File: config.mk
export PLATFORM = sky130hd
export DESIGN_NAME = beverage_dispenser_ctrl
export DESIGN_NICKNAME = d
export VERILOG_FILES = /design/src/rtl/beverage_dispenser_ctrl.sv
export SDC_FILE = /design/constraint.sdc
export NUM_CORES = 1
export LEC_CHECK = 0
export CAP_MARGIN = 20
export CORE_ASPECT_RATIO = 0.8
export CORE_MARGIN = 3
export CORE_UTILIZATION = 36
export CTS_BUF_LIST = sky130_fd_sc_hd__clkbuf_8
export DETAILED_ROUTE_END_ITERATION = 16
export GPL_TIMING_DRIVEN = 1
export PLACE_DENSITY_LB_ADDON = 0.05
export SLEW_MARGIN = 20
export SYNTH_ARGS = -nofsm -noshare
export SYNTH_HDL_FRONTEND = slang
export SYNTH_SLANG_ARGS = --single-unit
export TNS_END_PERCENT = 10
File: constraint.sdc
create_clock -name clock -period 5.5 [get_ports clock]
set_clock_uncertainty 0.15 [all_clocks]
set_input_delay 0.55 -clock clock [delete_from_list [all_inputs] [get_ports clock]]
set_output_delay 0.55 -clock clock [all_outputs]
set_load 0.02 [all_outputs]
File: src/rtl/beverage_dispenser_ctrl.sv
// Drink dispenser controller: coin credit, price check and change, then timed
// sequencing of ingredient valves (one at a time, index 0 first).
module beverage_dispenser_ctrl #(
  parameter int NUM_RECIPES   = 4,
  parameter int NUM_INGR      = 5,
  parameter int CREDIT_W      = 5,
  parameter int MAX_CREDIT    = 20,
  parameter int DUR_W         = 3,
  parameter int TICKS_PER_SEC = 50_000_000,
  parameter logic [NUM_RECIPES*CREDIT_W-1:0] PRICE_TABLE = {NUM_RECIPES{CREDIT_W'(3)}},
  parameter logic [NUM_RECIPES*NUM_INGR*DUR_W-1:0] DUR_TABLE =
    {(NUM_RECIPES*NUM_INGR){DUR_W'(1)}}
) (
  input  logic                clock,
  input  logic                reset,
  input  logic                coin_100,
  input  logic                coin_500,
  input  logic [((NUM_RECIPES > 1) ? $clog2(NUM_RECIPES) : 1)-1:0] recipe_sel,
  input  logic                confirm,
  input  logic                cancel,
  output logic [CREDIT_W-1:0] credit,
  output logic [CREDIT_W-1:0] change,
  output logic                change_valid,
  output logic [NUM_INGR-1:0] ingredient_on,
  output logic                busy,
  output logic                coin_reject,
  output logic                error,
  output logic                finished
);

  localparam int SEL_W  = (NUM_RECIPES > 1) ? $clog2(NUM_RECIPES) : 1;
  localparam int IDX_W  = (NUM_INGR > 1) ? $clog2(NUM_INGR) : 1;
  localparam int TICK_W = (TICKS_PER_SEC > 1) ? $clog2(TICKS_PER_SEC) : 1;

  typedef enum logic [1:0] {ST_IDLE, ST_DISPENSE, ST_DONE} state_t;

  state_t              state_q, state_d;
  logic [CREDIT_W-1:0] credit_q, credit_d;
  logic [CREDIT_W-1:0] change_q, change_d;
  logic                change_valid_q, change_valid_d;
  logic                coin_reject_q, coin_reject_d;
  logic                error_q, error_d;
  logic [IDX_W-1:0]    ingr_idx_q, ingr_idx_d;
  logic [TICK_W-1:0]   tick_q, tick_d;
  logic [DUR_W-1:0]    sec_q, sec_d;
  logic [SEL_W-1:0]    recipe_q, recipe_d;

  logic [CREDIT_W:0]   coin_add;
  logic [CREDIT_W:0]   coin_sum;
  logic [CREDIT_W-1:0] sel_price;
  logic                sel_ok;
  logic [DUR_W-1:0]    cur_dur;
  logic                coin_any;
  logic                advance;

  function automatic logic [CREDIT_W-1:0] price_of(input logic [SEL_W-1:0] sel);
    price_of = '0;
    for (int r = 0; r < NUM_RECIPES; r++)
      if (sel == SEL_W'(r)) price_of = PRICE_TABLE[r*CREDIT_W +: CREDIT_W];
  endfunction

  function automatic logic valid_sel(input logic [SEL_W-1:0] sel);
    valid_sel = 1'b0;
    for (int r = 0; r < NUM_RECIPES; r++)
      if (sel == SEL_W'(r)) valid_sel = 1'b1;
  endfunction

  function automatic logic [DUR_W-1:0] dur_of(input logic [SEL_W-1:0] rcp,
                                              input logic [IDX_W-1:0] idx);
    dur_of = '0;
    for (int r = 0; r < NUM_RECIPES; r++)
      for (int i = 0; i < NUM_INGR; i++)
        if (rcp == SEL_W'(r) && idx == IDX_W'(i))
          dur_of = DUR_TABLE[(r*NUM_INGR+i)*DUR_W +: DUR_W];
  endfunction

  always_comb begin
    coin_add = '0;
    if (coin_100) coin_add = coin_add + (CREDIT_W+1)'(1);
    if (coin_500) coin_add = coin_add + (CREDIT_W+1)'(5);
    coin_sum  = {1'b0, credit_q} + coin_add;
    coin_any  = coin_100 | coin_500;
    sel_price = price_of(recipe_sel);
    sel_ok    = valid_sel(recipe_sel);
    cur_dur   = dur_of(recipe_q, ingr_idx_q);
  end

  always_comb begin
    state_d        = state_q;
    credit_d       = credit_q;
    change_d       = change_q;
    change_valid_d = change_valid_q;
    coin_reject_d  = 1'b0;
    error_d        = 1'b0;
    ingr_idx_d     = ingr_idx_q;
    tick_d         = tick_q;
    sec_d          = sec_q;
    recipe_d       = recipe_q;
    advance        = 1'b0;

    case (state_q)
      ST_IDLE: begin
        if (confirm) begin
          // Coins colliding with a confirm are never credited, refused or not.
          coin_reject_d = coin_any;
          if (!sel_ok || credit_q < sel_price) begin
            error_d = 1'b1;
          end else begin
            change_d       = credit_q - sel_price;
            change_valid_d = 1'b1;
            credit_d       = '0;
            recipe_d       = recipe_sel;
            ingr_idx_d     = '0;
            tick_d         = '0;
            sec_d          = '0;
            state_d        = ST_DISPENSE;
          end
        end else if (cancel) begin
          coin_reject_d  = coin_any;
          change_d       = credit_q;
          change_valid_d = (credit_q != '0);
          credit_d       = '0;
        end else if (coin_any) begin
          if (coin_sum > (CREDIT_W+1)'(MAX_CREDIT)) begin
            coin_reject_d = 1'b1;
          end else begin
            credit_d       = coin_sum[CREDIT_W-1:0];
            change_d       = '0;
            change_valid_d = 1'b0;
          end
        end
      end

      ST_DISPENSE: begin
        coin_reject_d = coin_any;
        if (cur_dur == '0) begin
          advance = 1'b1;
        end else if (tick_q == TICK_W'(TICKS_PER_SEC - 1)) begin
          tick_d = '0;
          if (sec_q == cur_dur - DUR_W'(1)) advance = 1'b1;
          else sec_d = sec_q + DUR_W'(1);
        end else begin
          tick_d = tick_q + TICK_W'(1);
        end
        // Prescaler and second count restart with every ingredient.
        if (advance) begin
          tick_d = '0;
          sec_d  = '0;
          if (ingr_idx_q == IDX_W'(NUM_INGR - 1)) state_d = ST_DONE;
          else ingr_idx_d = ingr_idx_q + IDX_W'(1);
        end
      end

      ST_DONE: begin
        coin_reject_d = coin_any;
        state_d       = ST_IDLE;
      end

      default: state_d = ST_IDLE;
    endcase
  end

  always_ff @(posedge clock) begin
    if (!reset) begin
      state_q        <= ST_IDLE;
      credit_q       <= '0;
      change_q       <= '0;
      change_valid_q <= 1'b0;
      coin_reject_q  <= 1'b0;
      error_q        <= 1'b0;
      ingr_idx_q     <= '0;
      tick_q         <= '0;
      sec_q          <= '0;
    end else begin
      state_q        <= state_d;
      credit_q       <= credit_d;
      change_q       <= change_d;
      change_valid_q <= change_valid_d;
      coin_reject_q  <= coin_reject_d;
      error_q        <= error_d;
      ingr_idx_q     <= ingr_idx_d;
      tick_q         <= tick_d;
      sec_q          <= sec_d;
    end
  end

  always_ff @(posedge clock) begin
    recipe_q <= recipe_d;
  end

  assign credit        = credit_q;
  assign change        = change_q;
  assign change_valid  = change_valid_q;
  assign coin_reject   = coin_reject_q;
  assign error         = error_q;
  assign busy          = (state_q != ST_IDLE);
  assign finished      = (state_q == ST_DONE);
  assign ingredient_on = (state_q == ST_DISPENSE && cur_dur != '0) ?
                         (NUM_INGR'(1) << ingr_idx_q) : '0;

endmodule

# Word level (Yosys, flattened, before mapping)
# Index checks and enable logic that the tools add are counted.
# word_totals
out_inout_bits,20
word_cells,164
input_bits,8
reg_bits,49
# op_classes
n_mux,77
n_bitwise,2
magnitude_cmp,2
eq_ne,24
n_shift,1
addsub,7
reduce_logical,41
# op_table
cell,count
26-bit two-way mux,5
3-bit two-way mux,27
5-bit two-way mux,14
26-bit one-hot mux with 2 select lines,1
26-bit by 1-bit adder with 26-bit output (second input constant),1
26-bit == test (second input constant),1
1-bit logical AND,21
1-bit two-way mux,20
2-bit inequality test (second input constant),6
3-bit inequality test (second input constant),4
3-bit one-hot mux with 2 select lines,2
4-bit AND reduction,3
2-bit == test (second input constant),5
2-bit two-way mux,5
3-bit by 1-bit adder with 3-bit output (second input constant),2
5-bit by 6-bit adder with 6-bit output,1
6-bit by 3-bit adder with 6-bit output (second input constant),1
2-bit by 1-bit == test with 1-bit output (second input constant),3
3-bit by 2-bit == test with 1-bit output (second input constant),2
6-bit by 5-bit greater-than comparator with 1-bit output (second input constant),1
2-bit logical NOT,3
3-bit logical NOT,2
6-bit two-way mux,1
3-bit AND reduction,2
19 further kinds,21

# Logic depth before layout (Yosys ltp)
# depth
word_depth,30
ltp_mapped,10
ltp_nobuf,9

# Least setup slack after synthesis
# Ideal clock, no wire load.
# synth_path
path_kind,input to register
start,input port coin_100
end,register change_q[0] (netlist: change[0])
arrival_ns,2.568
n_path_buf,1
t_required_ns,5.278
setup_time_ns,0.072
cell_stages,10
path_slack_ns,2.711
path_cell_list,inv_1 > ha_1 > ha_1 > fa_1 > and2_0 > o221ai_1 > o21ai_0 > o21ai_1 > buf_2 > mux2i_1
# synth_via
elab_chain_len,7
elab_cells_between_ends,9
classes_between,add/sub (2); order compare (1); eq/ne (1); mux (2); bitwise (1); reduce/logical (2)
# synth_lines
item,line,rtl
"start, declared",16,"input logic coin_100,"
1-bit two-way mux,79,if (coin_100) coin_add = coin_add + (CREDIT_W+1)'(1);
6-bit by 3-bit adder with 6-bit output,80,if (coin_500) coin_add = coin_add + (CREDIT_W+1)'(5);
6-bit two-way mux,80,
5-bit by 6-bit adder with 6-bit output,81,"coin_sum = {1'b0, credit_q} + coin_add;"
6-bit by 5-bit greater-than comparator with 1-bit output,124,if (coin_sum > (CREDIT_W+1)'(MAX_CREDIT)) begin
3-bit inequality test (no line),n/a,
4-bit AND reduction (no line) *,n/a,
"end signal, assigned",177,change_q <= change_d;
"end, declared",39,"logic [CREDIT_W-1:0] change_q, change_d;"
# Every way passes the cells marked *; elsewhere a longest branch is shown, timed or not.
# A chain may end at the register's enable or synchronous reset.

# Worst setup path in the final report
# layout_path
start,input port coin_500
end,register change_q[1] (netlist: change[1])
# layout_via
elab_chain_len,5
elab_cells_between_ends,7
classes_between,add/sub (1); order compare (1); eq/ne (1); mux (1); bitwise (1); reduce/logical (2)
# layout_lines
item,line,rtl
"start, declared",17,"input logic coin_500,"
6-bit two-way mux,80,
5-bit by 6-bit adder with 6-bit output,81,
6-bit by 5-bit greater-than comparator with 1-bit output,124,
3-bit inequality test (no line),n/a,
4-bit AND reduction (no line) *,n/a,
# Marked as above.

==> impl_metrics.tcl <==
set metrics [dict create \
    status "completed" \
    dieArea_sq_mm 0.00943 \
    regArea_sq_um 941 \
    clk_latency_ns 0.30 \
    grt_pass1_vias 2252 \
    synthArstFlopShare 0 \
    start_kind "input pin" \
    synth_area_leaders "dfxtp_1 (32%), ha_1 (8.0%), xnor2_1 (5.3%), nand2_1 (4.4%), nor2_1 (4.1%)" \
    power_density_mw_per_mm2 241 \
    p_comb_frac 0.227 \
    h-tree-depth 2 \
    dp_hpwl_um 4790 \
    synth_flop_cell "dfxtp_1" \
    setup_viol 0 \
    viasPerCell 5.25 \
    seq_area_frac_synth 0.315 \
    vias 2525 \
    r2r_setup_slack_ns 2.70 \
    fin_tns_setup_ns 0 \
    period_needed_ns 3.48 \
    io_pins 28 \
    syn_avg_cell_area_sq_um 8.34 \
    whs_ns 0.320 \
    synth_edf_count 0 \
    drc 0 \
    fmax_mhz 287 \
    post_cts_resized 0 \
    p_clk_frac 0.332 \
    slowest_delay_ns 0.55 \
    netSwitchingPower_uw 251 \
    synth_area_sq_mm 0.00299 \
    cp.required_ns 5.58 \
    grt_max_degree 26 \
    clk_path_buf_depth 2 \
    cp_slowest_cell "o21ai_2" \
    power.leakage_nw 1.22 \
    rsz0062_at_grt "no" \
    globalplace.congestion 0.826 \
    core-area_sq_mm 0.00798 \
    p_sw_frac 0.306 \
    critPathLaunch "coin_500" \
    grt-ovfl-total 0 \
    multi_input_area_sq_mm 0.00187 \
    ir_drop_v 0.000169 \
    path_class "in2reg" \
    fill_cells 816 \
    synth_cell_type_count 60 \
    grt_antenna_before_repair 0 \
    cts_setup_buffers 0 \
    syn_inst 358 \
    hold_viol_final 0 \
    worst_slew_pin_slew_ns 1.00 \
    wl_per_cell_um 14.3 \
    std_cell_rows 29 \
    cpMostUsedCell "ha_1" \
    maxCapViolations 0 \
    maxSlewViolCount 0 \
    cp.arrival_ns 3.56 \
    syn_nets 386 \
    cp_cell_sequence "clkdlybuf4s50_1 -> inv_1 -> ha_1 -> ha_1 -> fa_1 -> and2_0 -> o221ai_1 -> o21ai_0 -> o21ai_2 -> mux2i_1" \
    gr-usage-all-layers 0.152 \
    firstDrtPassIters 4 \
    cts_tree "built" \
    p_int_uw 570 \
    pwr-share-seq 0.442 \
    wl_met3_um 260 \
    fin_util 0.426 \
    ctsHoldBuffers 0 \
    hp-class "reg2reg" \
    route.met2.wl_um 2690 \
    wl_met1_um 3860 \
    hp-start "change[2]$_SDFFE_PN0P_" \
    cts_made_buffers 5 \
    drt-total-wl_um 6870 \
    endpoint_kind "register" \
    worst-path-max-fanout 11 \
    die_w_um 108 \
    synth_top_area_frac 0.315 \
    root_buffer "clkbuf_8" \
    synth_top_area_cell "dfxtp_1" \
    fin_nets 400 \
    cts.sinks 47 \
    port_buffers 25 \
    slew_headroom 0.330 \
    layout-drive-gt1-share 0.0590 \
    yosysWarnings 0 \
    die_y_um 87.5 \
    clk_pin_slew_worst_paths_ns 0.09 \
    ant_nets 0 \
    initial_core_util 0.374 \
    ys_seq_elements 47 \
    drtIter0Drc 153 \
    top_layer "met4" \
    grt_pass1_wl_um 11600 \
    rr_startpoint "credit[0]$_SDFFE_PN0P_" \
    period_share 0.633 \
    area_growth_syn_to_layout_pct 14.0 \
    diodes 0 \
]
through the flow:
stage          instances  total power, mW  instance area (sq um)  setup WS [ns]
5_1_grt              481            0.861                   3400           1.82
2_1_floorplan        358            0.496                   2990           2.71
4_1_cts              480            0.830                   3390           1.71
6_report             481            0.821                   3400           2.02
3_3_place_gp         472            0.553                   3270           1.44
3_5_place_dp         472            0.554                   3270           1.40
placed cells by master, fill, tap and decap left out, types with 3 or more instances in the layout:
| cell | n |
|---|---|
| or3_1 | 4 |
| inv_1 | 19 |
| ha_1 | 19 |
| clkdlybuf4s50_1 | 25 |
| o21a_1 | 3 |
| nor3b_1 | 4 |
| nor2_1 | 33 |
| and2_1 | 8 |
| nand4_1 | 8 |
| nand3_1 | 13 |
| o21ai_0 | 13 |
| o311a_1 | 3 |
| mux2i_1 | 8 |
| xor2_1 | 5 |
| nor2b_1 | 5 |
| o31a_1 | 4 |
| nand2_1 | 35 |
| clkbuf_8 | 6 |
| a31oi_1 | 6 |
| dfxtp_1 | 47 |
| nor4_1 | 7 |
| xnor2_1 | 18 |
| a21oi_1 | 12 |
| and3_1 | 4 |
| nand2b_1 | 3 |
| a32o_1 | 4 |
| nor3_1 | 10 |
kinds of logic after synthesis:
| family | Yosys count | synth area share |
|---|---|---|
| muxes | 9 | 0.0306 |
| buffers and inverters | 39 | 0.0583 |
| AOI/OAI and AO/OA | 71 | 0.182 |
| xor gates and xnor gates | 23 | 0.0675 |
| adders and majority gates | 20 | 0.0863 |
| other | 1 | 0.00126 |
| and+or+nand+nor | 148 | 0.259 |
| DFF | 47 | 0.315 |
layout make-up:
class	instances	area share
Clock inverter	2	0.0103
Tap cell	108	0.0397
Multi-Input combinational cell	272	0.551
Clock buffer	6	0.0243
Sequential cell	47	0.276
Inverter	20	0.0221
Timing Repair Buffer	26	0.0768
cells in the mapped netlist, drive strengths merged (5+ instances only):
cell	instances
nor2b	5
xnor2	18
nor2	33
dfxtp	47
inv	19
and2	9
ha	19
a31oi	6
clkbuf	6
nand4	8
o21ai	15
buf	13
nand3	13
nor4	7
a21oi	12
nor3	10
xor2	5
mux2i	8
nand2	35
layer usage:
layer / up-vias / track usage
li1: 1308 / -
met1: 1167 / 0.236
met2: 44 / 0.213
met3: 6 / 0.0334
met4: 0 / 0.0310
met5: - / 0
power groups by stage:
stage                     logic [mW]  registers (mW)  clock network [mW]
final                          0.186           0.363               0.272
after global routing           0.205           0.365               0.292
after CTS                      0.185           0.363               0.282
after detailed placement       0.184           0.370                   0
after global placement         0.183           0.370                   0
after floorplan                0.118           0.378                   0
final timing paths:
check,to,depth (start not counted)
max,change[1]$_SDFFE_PN0P_,10
min,change[2]$_SDFFE_PN0P_,2
max reg2reg,change[1]$_SDFFE_PN0P_,7
min reg2reg,change[2]$_SDFFE_PN0P_,2
flip-flops by register name (all words and copies together), names as in the netlist:
| register | cells |
|---|---|
| error | 1 |
| sec_q | 3 |
| change | 5 |
| state_q | 2 |
| coin_reject | 1 |
| tick_q | 26 |
| credit | 5 |
| ingr_idx_q | 3 |
| change_valid | 1 |
worst max-delay path, delay by kind of cell:
kind	cells	cell delay (ns)
and+or+nand+nor	1	0.17
muxes	1	0.26
adders and majority gates	3	0.96
AOI/OAI and AO/OA	3	1.04
buffers and inverters	2	0.58
(Power assumes the default switching activity.)
==> edit (same flow settings) <==
Reset style: asynchronous (`reset`), changed in one clocked block.
--- a/src/rtl/beverage_dispenser_ctrl.sv
+++ b/src/rtl/beverage_dispenser_ctrl.sv
@@ -160,7 +160,7 @@
     endcase
   end
 
-  always_ff @(posedge clock) begin
+  always_ff @(posedge clock or negedge reset) begin
     if (!reset) begin
       state_q        <= ST_IDLE;
       credit_q       <= '0;
Formal check against the unedited RTL: differs if reset is asserted again (counterexample within 4 cycles, from zero or initial values and one cycle with reset low); with reset held inactive, the same outputs for 10 cycles.
==> edit against the unedited design <==
  * Hold slack got worse by 0.13 ns
  * Routed wire length rose by 2.6%
  * Setup slack got worse by 0.097 ns
  * Register-to-register slack got worse by 0.25 ns
  * Area after synthesis rose by 5.4%
  * Global-route usage rose by 0.20 points
  * Core utilization rose by 1.4 points
  * Design area rose by 6.0%
  * Critical endpoint is now change[3]
  * Critical path type unchanged
  * Sequential cell count did not move
Power is not compared: it rests on default switching activity, and its combinational part moved more than twofold at a synthesized area within 25%.
==> edit: results (changes against the unedited design) <==
* Outcome: complete, no violations (unchanged)
* Adder-Cell Fraction of Synth Area at 8.59% (was 8.63%)
* Largest net degree at the start of global routing at 48 (was 26)
* Relative slew slack at 41.8% (was 33.0%)
* Worst VDD drop at 0.000188 V
* Synth top area cells: dfrtp_1, ha_1, xnor2_1 (was dfxtp_1, ha_1, xnor2_1)
* Netlist cell types at 71 (was 60)
* Share of post-route cells with drive strength above 1 at 13.0% (was 5.90%)
* CP max FO at 6 (was 11)
* Clk slew on worst S/H paths at 0.09 ns (about the same)
* Ant. Diodes at 0 (unchanged)
* Post-synthesis compound-gate area fraction at 22.7% (was 18.2%)
* Per-cell routed wire length at 15.6 µm (was 14.3 µm)
* Max reg flops at 26 (unchanged)
* Area grow syn2layout at 14.7% (was 14.0%)
* Port buffer count at 25 (unchanged)
* Clk root buf: clkbuf_8 (unchanged)
* Post-synthesis mux area share at 3.46% (was 3.06%)
* CTS H-tree depth at 2 (unchanged)
* Post-synthesis xor/xnor area fraction at 5.25% (was 6.75%)
* Hold Crit Class: input port to async pin (was flip-flop to flip-flop)
* Post-synth net total at 352 (was 386)
* Post-synthesis sequential area ratio at 37.4% (was 31.5%)
* Detailed Place HPWL at 5110 µm (was 4790 µm)
* Skew-Pair Late Insertion Delay at 0.30 ns (about the same)
* First-pass GRT wire length at 12300 µm (was 11600 µm)
* Placed instance area at 0.00347 mm² (was 0.00327 mm²)
* Synth warnings at 0 (unchanged)
* Initial antenna violation count at 0 (unchanged)
* Switching share of power at 43.3%
* # Max-Cap Violations at 0 (unchanged)
* Post_cts resized at 0 (unchanged)
* Aggregate global-route resource usage at 15.4% (was 15.2%)
* CP top delay family: adder cells (was compound AO/OA/AOI/OAI gates)
* Postcts setup bufs at 0 (unchanged)
* Final GP Congestion at 0.767 (was 0.826)
* Drt first pass iters at 4 (unchanged)
* Post-synth top cells: dfrtp_1, nand2_1, nor2_1, a21oi_1, ha_1 (was dfxtp_1, nand2_1, nor2_1, ha_1, inv_1)
* Layout Cells excl Fill at 453 (was 481)
* Critical Path Max Stage Delay at 0.51 ns (was 0.55 ns)
* Ys async rst share at 100% (was 0%)
* Total leakage power at 1.55 nW
* Max-slew violations at 0 (unchanged)
* Vias post-DR at 2421 (was 2525)
* Cell count after synthesis at 323 (was 358)
* Register with the most flip-flops: tick_q (unchanged)
* Cts bufs inserted at 5 (unchanged)
* Worst-path cell with the longest stage delay: clkdlybuf4s50_1 (was o21ai_2)
* Nets at 373 (was 400)
* Clock Path Buffers at 2 (unchanged)
* Arr. time, crit path at 3.61 ns (was 3.56 ns)
* Vias in the first global route at 2282 (was 2252)
* Initial DRC Count at 118 (was 153)
* Fillers at 832 (was 816)
## edit: cell count changes after synthesis, sizes merged, moves of 6 or more
cell	unedited run	this run
nor4	7	1
dfxtp	47	0
nand4	8	2
nor2	33	27
a211oi	1	7
mux2	1	7
dfrtp	0	47
nand2	35	26
a2111oi	2	8
a21oi	12	23
## edit: layer usage
layer  track usage [%]  share of wire, %  vias up
met4              3.58              0.44        0
met3              2.75               2.8        2
li1                  -                 -     1223
met1              24.8                59     1171
met5                 0                 0        -
met2              21.0                37       25
## edit: layout make-up
cell class | count | area share (%)
Sequential cell | 47 | 32.6
Clock inverter | 3 | 1.87
Multi-Input combinational cell | 248 | 51.2
Inverter | 16 | 1.66
Clock buffer | 5 | 1.91
Timing Repair Buffer | 26 | 7.00
Tap cell | 108 | 3.74
## edit: path summary, 6_finish.rpt
kind,start,end,slack [ns],depth (start not counted)
min in group clock,tick_q[1],tick_q[1],0.36,2
worst min register to register,tick_q[1],tick_q[1],0.36,2
worst max-delay path,coin_500,change[3],1.92,10
max in group asynchronous,reset,change[0],4.59,2
worst max register to register,state_q[1],sec_q[2],2.45,8
worst min-delay path,reset,credit[3],0.19,2
## edit: stage by stage
| step | hold WS, ns | setup slack, ns |
|---|---|---|
| final | 0.192 | 1.92 |
| after global routing | 0.240 | 1.83 |
| after CTS | 0.219 | 1.93 |
| after detailed placement | 0.342 | 1.62 |
| after global placement | 0.340 | 1.62 |
| after floorplan | 0.104 | 2.32 |
## edit: power groups by stage
stage / registers, W / logic [W] / clock network [W]
after floorplan: 0.000507 / 0.000589 / 0
after global placement: 0.000483 / 0.000872 / 0
after detailed placement: 0.000484 / 0.000877 / 0
after CTS: 0.000478 / 0.000880 / 0.000315
after global routing: 0.000494 / 0.000973 / 0.000327
final: 0.000477 / 0.000871 / 0.000305
